--- src/rtl/cpu_mem_xfer_if.sv ---
// Bundle of CPU request/response, RAM port and register-file port signals
// for the cpu_mem_xfer block-transfer engine.
interface cpu_mem_xfer_if #(
  parameter int unsigned ADDR_W = 12,
  parameter int unsigned DATA_W = 8,
  parameter int unsigned NREGS  = 16
) ();
  localparam int unsigned IDX_W = $clog2(NREGS);

  // CPU side
  logic              start;
  logic [1:0]        op;
  logic [ADDR_W-1:0] base_addr;
  logic [IDX_W-1:0]  last_reg;
  logic [DATA_W-1:0] bcd_value;
  logic              busy;
  logic              done;
  logic              err;
  logic              i_we;
  logic [ADDR_W-1:0] i_new;
  // RAM side
  logic              ram_en;
  logic              ram_wr;
  logic [ADDR_W-1:0] ram_addr;
  logic [DATA_W-1:0] ram_in;
  logic [DATA_W-1:0] ram_out;
  // Register-file side
  logic [IDX_W-1:0]  reg_idx;
  logic [DATA_W-1:0] reg_rdata;
  logic              reg_we;
  logic [DATA_W-1:0] reg_wdata;

  modport master (
    output start, op, base_addr, last_reg, bcd_value, ram_out, reg_rdata,
    input  busy, done, err, i_we, i_new, ram_en, ram_wr, ram_addr, ram_in,
           reg_idx, reg_we, reg_wdata
  );

  modport slave (
    input  start, op, base_addr, last_reg, bcd_value, ram_out, reg_rdata,
    output busy, done, err, i_we, i_new, ram_en, ram_wr, ram_addr, ram_in,
           reg_idx, reg_we, reg_wdata
  );
endinterface

--- src/rtl/cpu_mem_xfer.sv ---
// Block-transfer engine for Fx55 (store regs), Fx65 (load regs) and Fx33 (BCD):
// moves one byte per cycle between the register file and RAM.
module cpu_mem_xfer #(
  parameter int unsigned ADDR_W      = 12,
  parameter int unsigned DATA_W      = 8,
  parameter int unsigned NREGS       = 16,
  parameter int unsigned RD_LATENCY  = 2,
  parameter int unsigned I_INCREMENT = 0
) (
  input logic           clk,
  input logic           reset,
  cpu_mem_xfer_if.slave bus
);
  localparam int unsigned IDX_W = $clog2(NREGS);
  localparam int unsigned CNT_W = IDX_W + 1;
  localparam int unsigned TAG_N = RD_LATENCY + 1;

  typedef enum logic [2:0] {IDLE, STORE, LOAD, DRAIN, BCD, FIN} state_t;

  state_t            state_q, state_d;
  logic [ADDR_W-1:0] base_q, base_d;
  logic [CNT_W-1:0]  cnt_q, cnt_d;
  logic [CNT_W-1:0]  lim_q, lim_d;
  logic [7:0]        bcd_q, bcd_d;
  logic              ram_en_q, ram_en_d;
  logic              ram_wr_q, ram_wr_d;
  logic [ADDR_W-1:0] ram_addr_q, ram_addr_d;
  logic [DATA_W-1:0] ram_in_q, ram_in_d;
  logic              busy_q;
  logic              done_q, done_d;
  logic              err_q, err_d;
  logic              i_we_q, i_we_d;
  logic [ADDR_W-1:0] i_new_q, i_new_d;
  logic [ADDR_W-1:0] i_upd_c;
  logic              issue_d;
  logic [IDX_W-1:0]  issue_idx_d;
  logic [IDX_W-1:0]  reg_idx_c;
  logic              pending_c;
  logic              tag_v_q   [TAG_N];
  logic [IDX_W-1:0]  tag_idx_q [TAG_N];

  // Decimal digit sel (0 hundreds, 1 tens, 2 ones) of an 8-bit value
  function automatic logic [DATA_W-1:0] bcd_digit(input logic [7:0] v, input logic [1:0] sel);
    logic [7:0] d;
    case (sel)
      2'd0:    d = v / 8'd100;
      2'd1:    d = (v / 8'd10) % 8'd10;
      default: d = v % 8'd10;
    endcase
    return DATA_W'(d);
  endfunction

  // Loads still in flight before the write-back stage
  always_comb begin
    pending_c = 1'b0;
    for (int i = 0; i < int'(RD_LATENCY); i++) pending_c = pending_c | tag_v_q[i];
  end

  // lim_q holds N, so mode 2 (CHIP-48) lands one short of mode 1
  assign i_upd_c = base_q + ADDR_W'(lim_q) - ((I_INCREMENT == 2) ? ADDR_W'(1) : ADDR_W'(0));

  always_comb begin
    state_d     = state_q;
    base_d      = base_q;
    cnt_d       = cnt_q;
    lim_d       = lim_q;
    bcd_d       = bcd_q;
    ram_en_d    = 1'b0;
    ram_wr_d    = 1'b0;
    ram_addr_d  = ram_addr_q;
    ram_in_d    = ram_in_q;
    done_d      = 1'b0;
    err_d       = 1'b0;
    i_we_d      = 1'b0;
    i_new_d     = i_new_q;
    issue_d     = 1'b0;
    issue_idx_d = '0;
    reg_idx_c   = '0;

    case (state_q)
      IDLE: begin
        if (bus.start) begin
          base_d     = bus.base_addr;
          bcd_d      = bus.bcd_value[7:0];
          cnt_d      = CNT_W'(1);
          lim_d      = CNT_W'(bus.last_reg) + CNT_W'(1);
          ram_addr_d = bus.base_addr;
          case (bus.op)
            2'd0: begin
              state_d  = STORE;
              ram_en_d = 1'b1;
              ram_wr_d = 1'b1;
              ram_in_d = bus.reg_rdata;
            end
            2'd1: begin
              state_d  = LOAD;
              ram_en_d = 1'b1;
              issue_d  = 1'b1;
            end
            2'd2: begin
              state_d  = BCD;
              lim_d    = CNT_W'(3);
              ram_en_d = 1'b1;
              ram_wr_d = 1'b1;
              ram_in_d = bcd_digit(bus.bcd_value[7:0], 2'd0);
            end
            default: begin
              state_d = FIN;
              done_d  = 1'b1;
              err_d   = 1'b1;
            end
          endcase
        end
      end

      STORE, BCD: begin
        if (cnt_q == lim_q) begin
          state_d = FIN;
          done_d  = 1'b1;
          if (state_q == STORE && I_INCREMENT != 0) begin
            i_we_d  = 1'b1;
            i_new_d = i_upd_c;
          end
        end else begin
          ram_en_d   = 1'b1;
          ram_wr_d   = 1'b1;
          ram_addr_d = base_q + ADDR_W'(cnt_q);
          cnt_d      = cnt_q + CNT_W'(1);
          if (state_q == STORE) begin
            reg_idx_c = IDX_W'(cnt_q);
            ram_in_d  = bus.reg_rdata;
          end else begin
            ram_in_d  = bcd_digit(bcd_q, cnt_q[1:0]);
          end
        end
      end

      LOAD: begin
        if (cnt_q == lim_q) begin
          state_d = DRAIN;
        end else begin
          ram_en_d    = 1'b1;
          ram_addr_d  = base_q + ADDR_W'(cnt_q);
          issue_d     = 1'b1;
          issue_idx_d = IDX_W'(cnt_q);
          cnt_d       = cnt_q + CNT_W'(1);
        end
      end

      DRAIN: begin
        if (!pending_c) begin
          state_d = FIN;
          done_d  = 1'b1;
          if (I_INCREMENT != 0) begin
            i_we_d  = 1'b1;
            i_new_d = i_upd_c;
          end
        end
      end

      FIN:     state_d = IDLE;
      default: state_d = IDLE;
    endcase

    // Load write-back owns the register index when a tag reaches the end
    if (tag_v_q[RD_LATENCY]) reg_idx_c = tag_idx_q[RD_LATENCY];
  end

  always_ff @(posedge clk) begin
    if (reset) begin
      state_q    <= IDLE;
      base_q     <= '0;
      cnt_q      <= '0;
      lim_q      <= '0;
      bcd_q      <= '0;
      ram_en_q   <= 1'b0;
      ram_wr_q   <= 1'b0;
      ram_addr_q <= '0;
      ram_in_q   <= '0;
      busy_q     <= 1'b0;
      done_q     <= 1'b0;
      err_q      <= 1'b0;
      i_we_q     <= 1'b0;
      i_new_q    <= '0;
      for (int i = 0; i < int'(TAG_N); i++) begin
        tag_v_q[i]   <= 1'b0;
        tag_idx_q[i] <= '0;
      end
    end else begin
      state_q    <= state_d;
      base_q     <= base_d;
      cnt_q      <= cnt_d;
      lim_q      <= lim_d;
      bcd_q      <= bcd_d;
      ram_en_q   <= ram_en_d;
      ram_wr_q   <= ram_wr_d;
      ram_addr_q <= ram_addr_d;
      ram_in_q   <= ram_in_d;
      busy_q     <= (state_d != IDLE);
      done_q     <= done_d;
      err_q      <= err_d;
      i_we_q     <= i_we_d;
      i_new_q    <= i_new_d;
      tag_v_q[0]   <= issue_d;
      tag_idx_q[0] <= issue_idx_d;
      for (int i = 1; i < int'(TAG_N); i++) begin
        tag_v_q[i]   <= tag_v_q[i-1];
        tag_idx_q[i] <= tag_idx_q[i-1];
      end
    end
  end

  assign bus.busy      = busy_q;
  assign bus.done      = done_q;
  assign bus.err       = err_q;
  assign bus.i_we      = i_we_q;
  assign bus.i_new     = i_new_q;
  assign bus.ram_en    = ram_en_q;
  assign bus.ram_wr    = ram_wr_q;
  assign bus.ram_addr  = ram_addr_q;
  assign bus.ram_in    = ram_in_q;
  assign bus.reg_idx   = reg_idx_c;
  assign bus.reg_we    = tag_v_q[RD_LATENCY];
  assign bus.reg_wdata = tag_v_q[RD_LATENCY] ? bus.ram_out : '0;
endmodule

--- src/flat_wrapper.sv ---
// flat-port wrapper written by rule: the top's interface ports become plain ports
module cpu_mem_xfer_flat 
#(
  parameter int unsigned ADDR_W      = 12,
  parameter int unsigned DATA_W      = 8,
  parameter int unsigned NREGS       = 16,
  parameter int unsigned RD_LATENCY  = 2,
  parameter int unsigned I_INCREMENT = 0
)
  (clk, reset, bus_start, bus_op, bus_base_addr, bus_last_reg, bus_bcd_value, bus_ram_out, bus_reg_rdata, bus_busy, bus_done, bus_err, bus_i_we, bus_i_new, bus_ram_en, bus_ram_wr, bus_ram_addr, bus_ram_in, bus_reg_idx, bus_reg_we, bus_reg_wdata);
  cpu_mem_xfer_if #(.ADDR_W(ADDR_W), .DATA_W(DATA_W), .NREGS(NREGS)) bus_i ();
  input logic clk;
  input logic reset;
  input wire logic [$bits(bus_i.start)-1:0] bus_start;
  input wire logic [$bits(bus_i.op)-1:0] bus_op;
  input wire logic [$bits(bus_i.base_addr)-1:0] bus_base_addr;
  input wire logic [$bits(bus_i.last_reg)-1:0] bus_last_reg;
  input wire logic [$bits(bus_i.bcd_value)-1:0] bus_bcd_value;
  input wire logic [$bits(bus_i.ram_out)-1:0] bus_ram_out;
  input wire logic [$bits(bus_i.reg_rdata)-1:0] bus_reg_rdata;
  output wire logic [$bits(bus_i.busy)-1:0] bus_busy;
  output wire logic [$bits(bus_i.done)-1:0] bus_done;
  output wire logic [$bits(bus_i.err)-1:0] bus_err;
  output wire logic [$bits(bus_i.i_we)-1:0] bus_i_we;
  output wire logic [$bits(bus_i.i_new)-1:0] bus_i_new;
  output wire logic [$bits(bus_i.ram_en)-1:0] bus_ram_en;
  output wire logic [$bits(bus_i.ram_wr)-1:0] bus_ram_wr;
  output wire logic [$bits(bus_i.ram_addr)-1:0] bus_ram_addr;
  output wire logic [$bits(bus_i.ram_in)-1:0] bus_ram_in;
  output wire logic [$bits(bus_i.reg_idx)-1:0] bus_reg_idx;
  output wire logic [$bits(bus_i.reg_we)-1:0] bus_reg_we;
  output wire logic [$bits(bus_i.reg_wdata)-1:0] bus_reg_wdata;
  assign bus_i.start = bus_start;
  assign bus_i.op = bus_op;
  assign bus_i.base_addr = bus_base_addr;
  assign bus_i.last_reg = bus_last_reg;
  assign bus_i.bcd_value = bus_bcd_value;
  assign bus_i.ram_out = bus_ram_out;
  assign bus_i.reg_rdata = bus_reg_rdata;
  assign bus_busy = bus_i.busy;
  assign bus_done = bus_i.done;
  assign bus_err = bus_i.err;
  assign bus_i_we = bus_i.i_we;
  assign bus_i_new = bus_i.i_new;
  assign bus_ram_en = bus_i.ram_en;
  assign bus_ram_wr = bus_i.ram_wr;
  assign bus_ram_addr = bus_i.ram_addr;
  assign bus_ram_in = bus_i.ram_in;
  assign bus_reg_idx = bus_i.reg_idx;
  assign bus_reg_we = bus_i.reg_we;
  assign bus_reg_wdata = bus_i.reg_wdata;
  cpu_mem_xfer #(.ADDR_W(ADDR_W), .DATA_W(DATA_W), .NREGS(NREGS), .RD_LATENCY(RD_LATENCY), .I_INCREMENT(I_INCREMENT)) u_core (.clk(clk), .reset(reset), .bus(bus_i));
endmodule
--- config.mk ---
export PLATFORM = sky130hd
export DESIGN_NAME = cpu_mem_xfer_flat
export DESIGN_NICKNAME = d
export VERILOG_FILES = /design/src/rtl/cpu_mem_xfer_if.sv /design/src/rtl/cpu_mem_xfer.sv /design/src/flat_wrapper.sv
export SDC_FILE = /design/constraint.sdc
export NUM_CORES = 1
export LEC_CHECK = 0
export CAP_MARGIN = 5
export CORE_UTILIZATION = 45
export CTS_BUF_LIST = sky130_fd_sc_hd__clkbuf_8
export CTS_CLUSTER_SIZE = 30
export DETAILED_ROUTE_END_ITERATION = 8
export DONT_BUFFER_PORTS = 1
export SYNTH_ARGS = -nofsm -noshare
export SYNTH_HDL_FRONTEND = slang
export SYNTH_SLANG_ARGS = --single-unit
--- constraint.sdc ---
create_clock -name clk -period 4.8 [get_ports clk]
set_input_delay 0.72 -clock clk [delete_from_list [all_inputs] [get_ports clk]]
set_output_delay 0.72 -clock clk [all_outputs]
set_load 0.1 [all_outputs]
**Yosys cells after proc, flatten, opt, wreduce, memory -nomap -nowiden**

Memory sizes are Yosys's and may differ from the RTL's.
Cells that the tools add are included.

- Add/sub/neg operators: 3
- Reduce and logical (&&, ||, !) cells: 14
- Eq/ne operators: 12
- Muxes and demuxes: 50
- Divide/modulo/power cells: 5
- Bitwise logic cells: 8

Operator list:

| operator | count |
|---|---|
| $pmux W8 S2 | 3 |
| $mux W4 | 9 |
| $mux W8 | 4 |
| $mux W12 | 2 |
| $pmux W12 S2 | 1 |
| $mux W1 | 17 |
| $div A8 B7 Y8 const B | 2 |
| $mod A8 B4 Y8 const B | 2 |
| $mux W5 | 3 |
| $add A12 B5 Y12 | 1 |
| $mux W3 | 4 |
| $pmux W3 S4 | 1 |
| $pmux W5 S2 | 1 |
| $pmux W3 S3 | 1 |
| $div A8 B4 Y8 const B | 1 |
| $or A1 B1 Y1 | 7 |
| $eq A3 B2 Y1 const B | 2 |
| $ne A2 B2 Y1 const B | 3 |
| $pmux W1 S2 | 3 |
| $reduce_or A2 Y1 | 3 |
| $reduce_or A3 Y1 | 2 |
| $add A4 B1 Y5 const B | 1 |
| $add A5 B1 Y5 const B | 1 |
| $eq A5 B5 Y1 | 1 |
| other kinds (14) | 17 |

- Bits in registers: 58
- Memory bits (writable): 15
- Memories kept: 2
- Word-level logic and storage cells: 106
- Output and inout port bits: 51
- Input bits: 45

Memory list:

| name | depth | width | read ports | clocked after Yosys merged registers in | write ports | line | source |
|---|---|---|---|---|---|---|---|
| u_core.tag_idx_q | 3 | 4 | 3 | 0 | 3 | cpu_mem_xfer.sv:40 | `logic [IDX_W-1:0] tag_idx_q [TAG_N];` |
| u_core.tag_v_q | 3 | 1 | 3 | 0 | 3 | cpu_mem_xfer.sv:39 | `logic tag_v_q [TAG_N];` |

**Longest topological paths before layout**

Gate-level depths: netlist (run 1).

- Word-level depth: 6
- Depth in mapped cells: 20
- Mapped depth without buffers: 19

**Worst setup path after synthesis (run 1)**

Ideal clock, no wire load.

- Kind: reg-to-reg
- Start: reg u_core.cnt_q[1]
- End: reg u_core.ram_in_q[3] (netlist: u_core.bus.ram_in[3])
- Clock period less this slack: 4,577 ps
- Data required time: 4,652 ps
- Path slack: 223 ps
- Path buffers: 2
- Arrival: 4,429 ps
- Setup time: 148 ps
- Cell stages (with the launch flop): 21
- Cells stage by stage: dfxtp_1 inv_1 ha_1 clkbuf_1 clkbuf_1 nor2b_1 ha_1 nand3_1 a21oi_1 nor2b_1 a32oi_1 o221ai_1 inv_1 ha_1 inv_1 or4_4 and2_4 mux2_1 a22o_1 a221oi_2 a2111oi_1

- Longest elaborated chain between the ends: 5
- Elaborated cells between the ends (all ways): 9
- Classes of those cells: eq/ne (3); mux (4); reduce/logical (2)

RTL lines:

| item | line | source |
|---|---|---|
| start: declaration | cpu_mem_xfer.sv:22 | `logic [CNT_W-1:0] cnt_q, cnt_d;` |
| start signal: assignment | cpu_mem_xfer.sv:192 | `cnt_q <= cnt_d;` |
| $eq A2 B1 Y1 or $logic_not A2 Y1 (tied branches) | cpu_mem_xfer.sv:45 | `case (sel)` |
| $pmux W8 S2 | cpu_mem_xfer.sv:45 |  |
| $mux W8 | cpu_mem_xfer.sv:129 | `if (state_q == STORE) begin` |
| $mux W8 | cpu_mem_xfer.sv:117 | `if (cnt_q == lim_q) begin` |
| $pmux W8 S2 | cpu_mem_xfer.sv:80 | `case (state_q)` |
| end signal: assignment | cpu_mem_xfer.sv:198 | `ram_in_q <= ram_in_d;` |
| end: declaration | cpu_mem_xfer.sv:28 | `logic [DATA_W-1:0] ram_in_q, ram_in_d;` |

Parallel ways exist; a longest one is shown, timed or not. The select of a mux whose other input is x is not followed.
A chain may end at the register's enable or synchronous reset.

**Worst setup path in the final report (run 1)**

Ends and elaborated chain as after synthesis.

==> run summary, run 1 <==
Starting DRT DRC Count = 328
Clk pwr share = 14.1%
Number of global-route vias before repair = 4155
CTS tree = yes
Final core utilization = 48.5%
Commonest non-fill, non-tap cell in the layout = nand2_1
GR Overflow Total = 0
GRT Overall Usage = 22.7%
Slowest cell on crit path = or4_4
Final hold viol count = 0
Unrepaired setup endpoints after global routing = false
Largest net degree at the start of global routing = 70
Port bufs = 0
Clock Skew = 0.0124 ns
N_diodes = 0
Critical path peak fanout = 7
Detailed placement HPWL = 9150 µm
HP Class = input pin to flip-flop
Worst Path Buf+Inv = 4
Reg clk slew, reported paths = 0.07 ns
Clock root cell = clkbuf_8
Critical Path RT = 5.03 ns
Num ports = 96
Synth Instances = 657
Fin Setup TNS = 0 ns
Final worst slack = 0.297 ns
CP dominant cell by count = inv_1
Synth-to-Final Area Change = 5.31%
Sw Ratio = 54.9%
Clk buf depth = 2
Row count = 38
Final hold slack = 0.436 ns
Syn_area_per_cell = 7.60 µm²
Cell area after technology mapping = 4990 µm²
Worst path cell trace = inv_1 -> ha_1 -> inv_1 -> nand2_1 -> ha_1 -> nand3_1 -> a21oi_1 -> nor2b_1 -> a32oi_1 -> o221ai_1 -> inv_1 -> ha_1 -> inv_1 -> or4_4 -> a211oi_2 -> o211ai_2 -> a22o_1 -> a221oi_2 -> a2111oi_1
Nets = 701
Layout cells sized above 1 = 8.23%
Psw = 2.10 mW
Starting Density = 46.1%
Critical path arrival = 4.73 ns
Met2 Track Usage GR = 34.0%
Clk Latency, worst-skew pair = 0.36 ns
PostCTS Resize Cnt = 0
Core area = 10800 µm²
Most frequent cells in the layout = nand2_1 (88), dfxtp_1 (73), nor2_1 (64)
Vias per inst = 5.81
Slew Viols, Final = 0
Clock buffer count from CTS = 9
Share of the synthesized area in the top cell type = 29.3%
Worst slew pin tran = 1.05 ns
H-tree levels = 3
Drt drc = 0
Final Cycle Share = 93.8%
Setup Fix Bufs, Post-CTS = 0
DP Worst Slack = 0.392 ns
Die H = 107 µm
Post-synth EDFFs = 0
Maximum vdd drop = 0.406 mV
Maximum clock rate = 222 MHz
Worst stage delay on the critical path = 0.58 ns
Die area = 11500 µm²
Grt met1 use = 31.9%
Hold buffers post-CTS = 0
Startpoint types = flip-flop
Global-route wire length before repair = 20700 µm
Max Cap Viol = 0
Logic pwr share = 47.2%
Warnings from Yosys = 0
DRT Pass-1 Iters = 5
Largest area contributor in the netlist = dfxtp_1
GRT Max-Usage Layer = met2
Pwr/cell area = 729 nW/µm²
FFs w/ async S/R, synth = 0%
Fillers = 1078
Internal power = 1.73 mW
Slew HR = 30.2%
Crit path max-delay family = compound AO/OA/AOI/OAI gates
Crit path capture type = flip-flop
Met3 global-route usage = 5.69%
Final Critical Period = 4.50 ns
Seq pwr share = 38.7%
Crit path kind = flip-flop to flip-flop
Setup violations, final = 0
Yosys cell types = 76
Vias = 4556
Synthesis-stage register bit count = 73
Post-synthesis sequential area ratio = 29.3%
Routed wire length = 12900 µm
Antenna violations before repair = 0
CTS sink count = 73
Dominant cells by area after synthesis = dfxtp_1 (29%), nand2_1 (6.6%), a21oi_1 (6.0%)
Antenna-violating nets left = 0
Leak = 2.03 nW
Wire per inst = 16.4 µm
Run status = finished, final reports clean
Ys flop type = dfxtp_1
Die X = 107 µm
Placer Congestion = 0.881
-- flip-flops by register name (all words and copies together), names as in the netlist --
register,count
u_core.base_q,12
u_core.bus.ram_addr,12
u_core.tag_idx_q,12
u_core.bcd_q,8
u_core.bus.ram_in,8
u_core.cnt_q,5
u_core.lim_q,5
u_core.state_q,3
u_core.tag_v_q,3
u_core.bus.busy,1
u_core.bus.done,1
u_core.bus.err,1
u_core.bus.ram_en,1
u_core.bus.ram_wr,1
-- path summary, 6_finish.rpt --
path / cells after the start / to / slack, ns / from
min: 1 / u_core.bus.ram_in[6] / 0.44 / reset
min reg2reg: 1 / u_core.tag_idx_q[0][5] / 0.44 / u_core.tag_idx_q[0][1]
max: 19 / u_core.bus.ram_in[3] / 0.30 / u_core.cnt_q[1]
max reg2reg: 19 / u_core.bus.ram_in[3] / 0.30 / u_core.cnt_q[1]
-- kinds of logic (layout without fill, tap and decap cells) --
| family | Yosys count | in the layout | share of synthesized area (%) |
|---|---|---|---|
| other cells | 1 | 13 | 0.0751 |
| flops | 73 | 73 | 29.3 |
| compound gates | 187 | 187 | 25.6 |
| simple gates | 265 | 265 | 26.0 |
| buf+inv | 75 | 50 | 7.32 |
| mux | 13 | 13 | 2.73 |
| fa+ha+maj | 17 | 17 | 4.41 |
| xor+xnor | 26 | 26 | 4.56 |
-- layout make-up --
| type | count | area, µm² | share of cell area, % |
|---|---|---|---|
| Tap cell | 140 | 175 | 3.33 |
| Clock buffer | 10 | 138 | 2.62 |
| Sequential cell | 73 | 1460 | 27.8 |
| Inverter | 19 | 71.3 | 1.36 |
| Timing Repair Buffer | 15 | 113 | 2.14 |
| Clock inverter | 6 | 83.8 | 1.59 |
| Multi-Input combinational cell | 521 | 3220 | 61.2 |
-- metrics by stage --
| step | cells | instance area [µm²] | power (mW) |
|---|---|---|---|
| finish | 784 | 5260 | 3.83 |
| global route | 784 | 5260 | 4.09 |
| CTS | 784 | 5260 | 3.83 |
| detailed placement | 768 | 5040 | 3.28 |
| global placement | 768 | 5040 | 3.26 |
| floorplan | 669 | 5040 | 2.92 |
-- power groups by stage --
stage          Sequential, mW  Clock (mW)  Combinational (mW)
2_1_floorplan            1.44           0                1.49
3_3_place_gp             1.49           0                1.77
3_5_place_dp             1.49           0                1.79
4_1_cts                  1.48       0.554                1.80
5_1_grt                  1.51       0.577                2.01
6_report                 1.48       0.539                1.81
-- synth_stat cells, drive strengths merged (3+ instances only) --
cell,number
a211oi,9
a21o,4
a21oi,61
a221oi,5
a22o,7
a22oi,3
a311oi,4
a31oi,4
a32oi,3
and2,14
and4,3
buf,27
clkbuf,29
dfxtp,73
ha,16
inv,19
mux2i,11
nand2,88
nand2b,12
nand3,6
nand3b,3
nand4,9
nor2,64
nor2b,24
nor3,14
nor3b,5
nor4,6
o211ai,9
o21a,8
o21ai,34
o221ai,3
o22ai,3
o311ai,4
o31ai,6
o32ai,5
or2,6
xnor2,14
xor2,12
-- per-layer routing --
| metal | vias to the layer above | wire length (µm) |
|---|---|---|
| li1 | 2284 | - |
| met1 | 2129 | 6130 |
| met2 | 130 | 5750 |
| met3 | 13 | 843 |
| met4 | 0 | 125 |
| met5 | - | 0 |
Note: power is estimated with default switching activity, not from simulation.
==> inputs of run 2 (changes only) <==
Settings changed: SKIP_LAST_GASP set to 1.
==> results of run 2 <==
The final DEF is identical to that of run 1; final timing and power are the same.
==> inputs of run 3 (changes only) <==
Settings changed: CORE_MARGIN set to 5, SKIP_LAST_GASP 1 to not set.
==> run 3 against run 2 <==
Via count shrank 0.22%. Total power shrank 0.27%. Wire length grew 4.5%. Setup slack gained 0.082 ns. Worst hold slack lost 0.0023 ns. Clock skew is essentially flat. Final cell count shrank 0.13%. Die area grew 15%. Sequential share of layout area is essentially flat. First-iteration DRC count shrank 15%. Maximum frequency grew 1.9%.
==> run summary, run 3 (synthesis gave the netlist of run 1 again) <==
Layout cells sized above 1 = 8.40% (+0.17 points)
Placer Congestion = 0.958 (+8.7%)
Total power = 3.82 mW (-0.27%)
Antenna-violating nets left = 0 (unchanged)
Maximum vdd drop = 0.405 mV (-0.32%)
Row count = 38 (unchanged)
N_diodes = 0 (unchanged)
Final core utilization = 48.4% (-0.081 points)
HP Class = input pin to flip-flop
Vias = 4546 (-0.22%)
Design Area, Final = 5250 µm² (-0.17%)
Clock Skew = 0.0125 ns (+0.0000598 ns)
Num ports = 96 (unchanged)
Critical path arrival = 4.65 ns (-0.08 ns)
CTS tree = yes
Startpoint types = flip-flop
Clk pwr share = 13.5% (-0.6 points)
Commonest non-fill, non-tap cell in the layout = nand2_1
R2R cell count = 19 (unchanged)
Clock buffer count from CTS = 9 (unchanged)
Core area = 10800 µm² (unchanged)
DRT Pass-1 Iters = 5 (unchanged)
Final Cycle Share = 92.1% (-1.7 points)
Wire per inst = 17.1 µm (+4.6%)
Die H = 115 µm (+7.5%)
Critical Path Stages = 19 (unchanged)
Die area = 13300 µm² (+15%)
Final Non-Filler Cells = 783 (-0.13%)
Die X = 115 µm (+7.5%)
Slowest cell on crit path = or4_4
Global-route wire length before repair = 21700 µm (+4.8%)
Slew Viols, Final = 0 (unchanged)
Psw = 2.11 mW (+0.27%)
GR Overflow Total = 0 (unchanged)
Worst stage delay on the critical path = 0.59 ns (about the same)
Setup Fix Bufs, Post-CTS = 0 (unchanged)
Port bufs = 0 (unchanged)
Seq pwr share = 38.9% (+0.2 points)
Largest net degree at the start of global routing = 70 (unchanged)
Final Critical Period = 4.42 ns (-0.0822 ns)
H-tree levels = 3 (unchanged)
Critical path peak fanout = 7 (unchanged)
Nets = 701 (unchanged)
Starting Density = 46.1% (unchanged)
Run status = finished, final reports clean
Max Cap Viol = 0 (unchanged)
Final worst slack = 0.380 ns (+0.0822 ns)
Antenna violations before repair = 0 (unchanged)
Detailed placement HPWL = 9880 µm (+8.0%)
Reg clk slew, reported paths = 0.08 ns (about the same)
Slew HR = 30.3% (about the same)
Worst Hold Path Cells = 1 (unchanged)
Worst path cell trace = inv_1 -> ha_1 -> inv_1 -> nand2_1 -> ha_1 -> nand3_1 -> a21oi_2 -> nor2b_1 -> a32oi_1 -> o221ai_1 -> inv_1 -> ha_1 -> inv_1 -> or4_4 -> a211oi_2 -> o211ai_2 -> a22o_1 -> a221oi_2 -> a2111oi_1
Clock root cell = clkbuf_8
Drt drc = 0 (unchanged)
Clk Latency, worst-skew pair = 0.35 ns (about the same)
DP Worst Slack = 0.384 ns (-0.00818 ns)
Routed wire length = 13400 µm (+4.5%)
Placed cells = 768 (unchanged)
Maximum clock rate = 226 MHz (+1.9%)
Setup violations, final = 0 (unchanged)
Crit path capture type = flip-flop
Starting DRT DRC Count = 279 (-15%)
Placed Area = 5040 µm² (unchanged)
Final hold viol count = 0 (unchanged)
Clk buf depth = 2 (unchanged)
Most frequent cells in the layout = nand2_1 (88), dfxtp_1 (73), nor2_1 (64)
Pwr/cell area = 728 nW/µm² (-0.11%)
Logic pwr share = 47.5% (+0.3 points)
Internal power = 1.71 mW (-0.93%)
Crit path max-delay family = compound AO/OA/AOI/OAI gates
GRT Overall Usage = 20.3% (-2.4 points)
Worst Path Buf+Inv = 4 (unchanged)
Synth-to-Final Area Change = 5.14%
Sw Ratio = 55.2% (+0.30 points)
Crit path kind = flip-flop to flip-flop
Worst slew pin tran = 1.04 ns (-0.000400 ns)
Number of global-route vias before repair = 4221 (+1.6%)
Vias per inst = 5.81 (about the same)
Leak = 2.02 nW (-0.42%)
CP dominant cell by count = inv_1
CTS sink count = 73 (unchanged)
Critical Path RT = 5.03 ns (about the same)
==> run 3: changes by cell type in the layout (fill, tap and decap cells not counted), sizes merged <==
cell,before,now
clkbuf,10,9
clkinv,1,2
inv,21,20
==> run 3: stage by stage <==
| step | setup TNS, ns | hold WS, ns |
|---|---|---|
| floorplan | 0 | 0.414 |
| global placement | 0 | 0.417 |
| detailed placement | 0 | 0.424 |
| CTS | 0 | 0.418 |
| global route | -0.0258 | 0.413 |
| finish | 0 | 0.434 |
==> run 3: final timing paths <==
| check | from | endpoint | slack (ns) |
|---|---|---|---|
| max | u_core.cnt_q[1] | u_core.bus.ram_in[3] | 0.38 |
| min | reset | u_core.bus.ram_in[7] | 0.43 |
| max reg2reg | u_core.cnt_q[1] | u_core.bus.ram_in[3] | 0.38 |
| min reg2reg | u_core.tag_idx_q[0][5] | u_core.tag_idx_q[0][9] | 0.44 |
==> run 3: what timing repair did <==
action,in CTS,in global routing
gates resized for setup,0,1
hold buffers,0,0
setup endpoints to repair,0,5
==> run 3: metal layers <==
metal | vias to the layer above | GRT usage (%) | wire length, µm
met2 | 169 | 30.4 | 6030
met5 | - | 0 | 0
met1 | 2085 | 28.2 | 6160
li1 | 2280 | - | -
met4 | 0 | 4.46 | 114
met3 | 12 | 7.05 | 1130
==> run 3: power by group through the flow <==
stage	Combinational (mW)	Clock [mW]	Sequential [mW]
final	1.82	0.518	1.49
after global routing	2.04	0.561	1.51
after CTS	1.81	0.533	1.49
after detailed placement	1.80	0	1.50
after global placement	1.78	0	1.50
after floorplan	1.49	0	1.44
==> run 3: cell type report <==
| cell class | instances | area (µm²) |
|---|---|---|
| clock buffers | 9 | 124 |
| flip-flops and latches | 73 | 1460 |
| repair buffers | 15 | 113 |
| clock inverters | 6 | 85.1 |
| fillers | 1081 | 5590 |
| inverters | 19 | 71.3 |
| well taps | 140 | 175 |
| multi-input cells | 521 | 3220 |
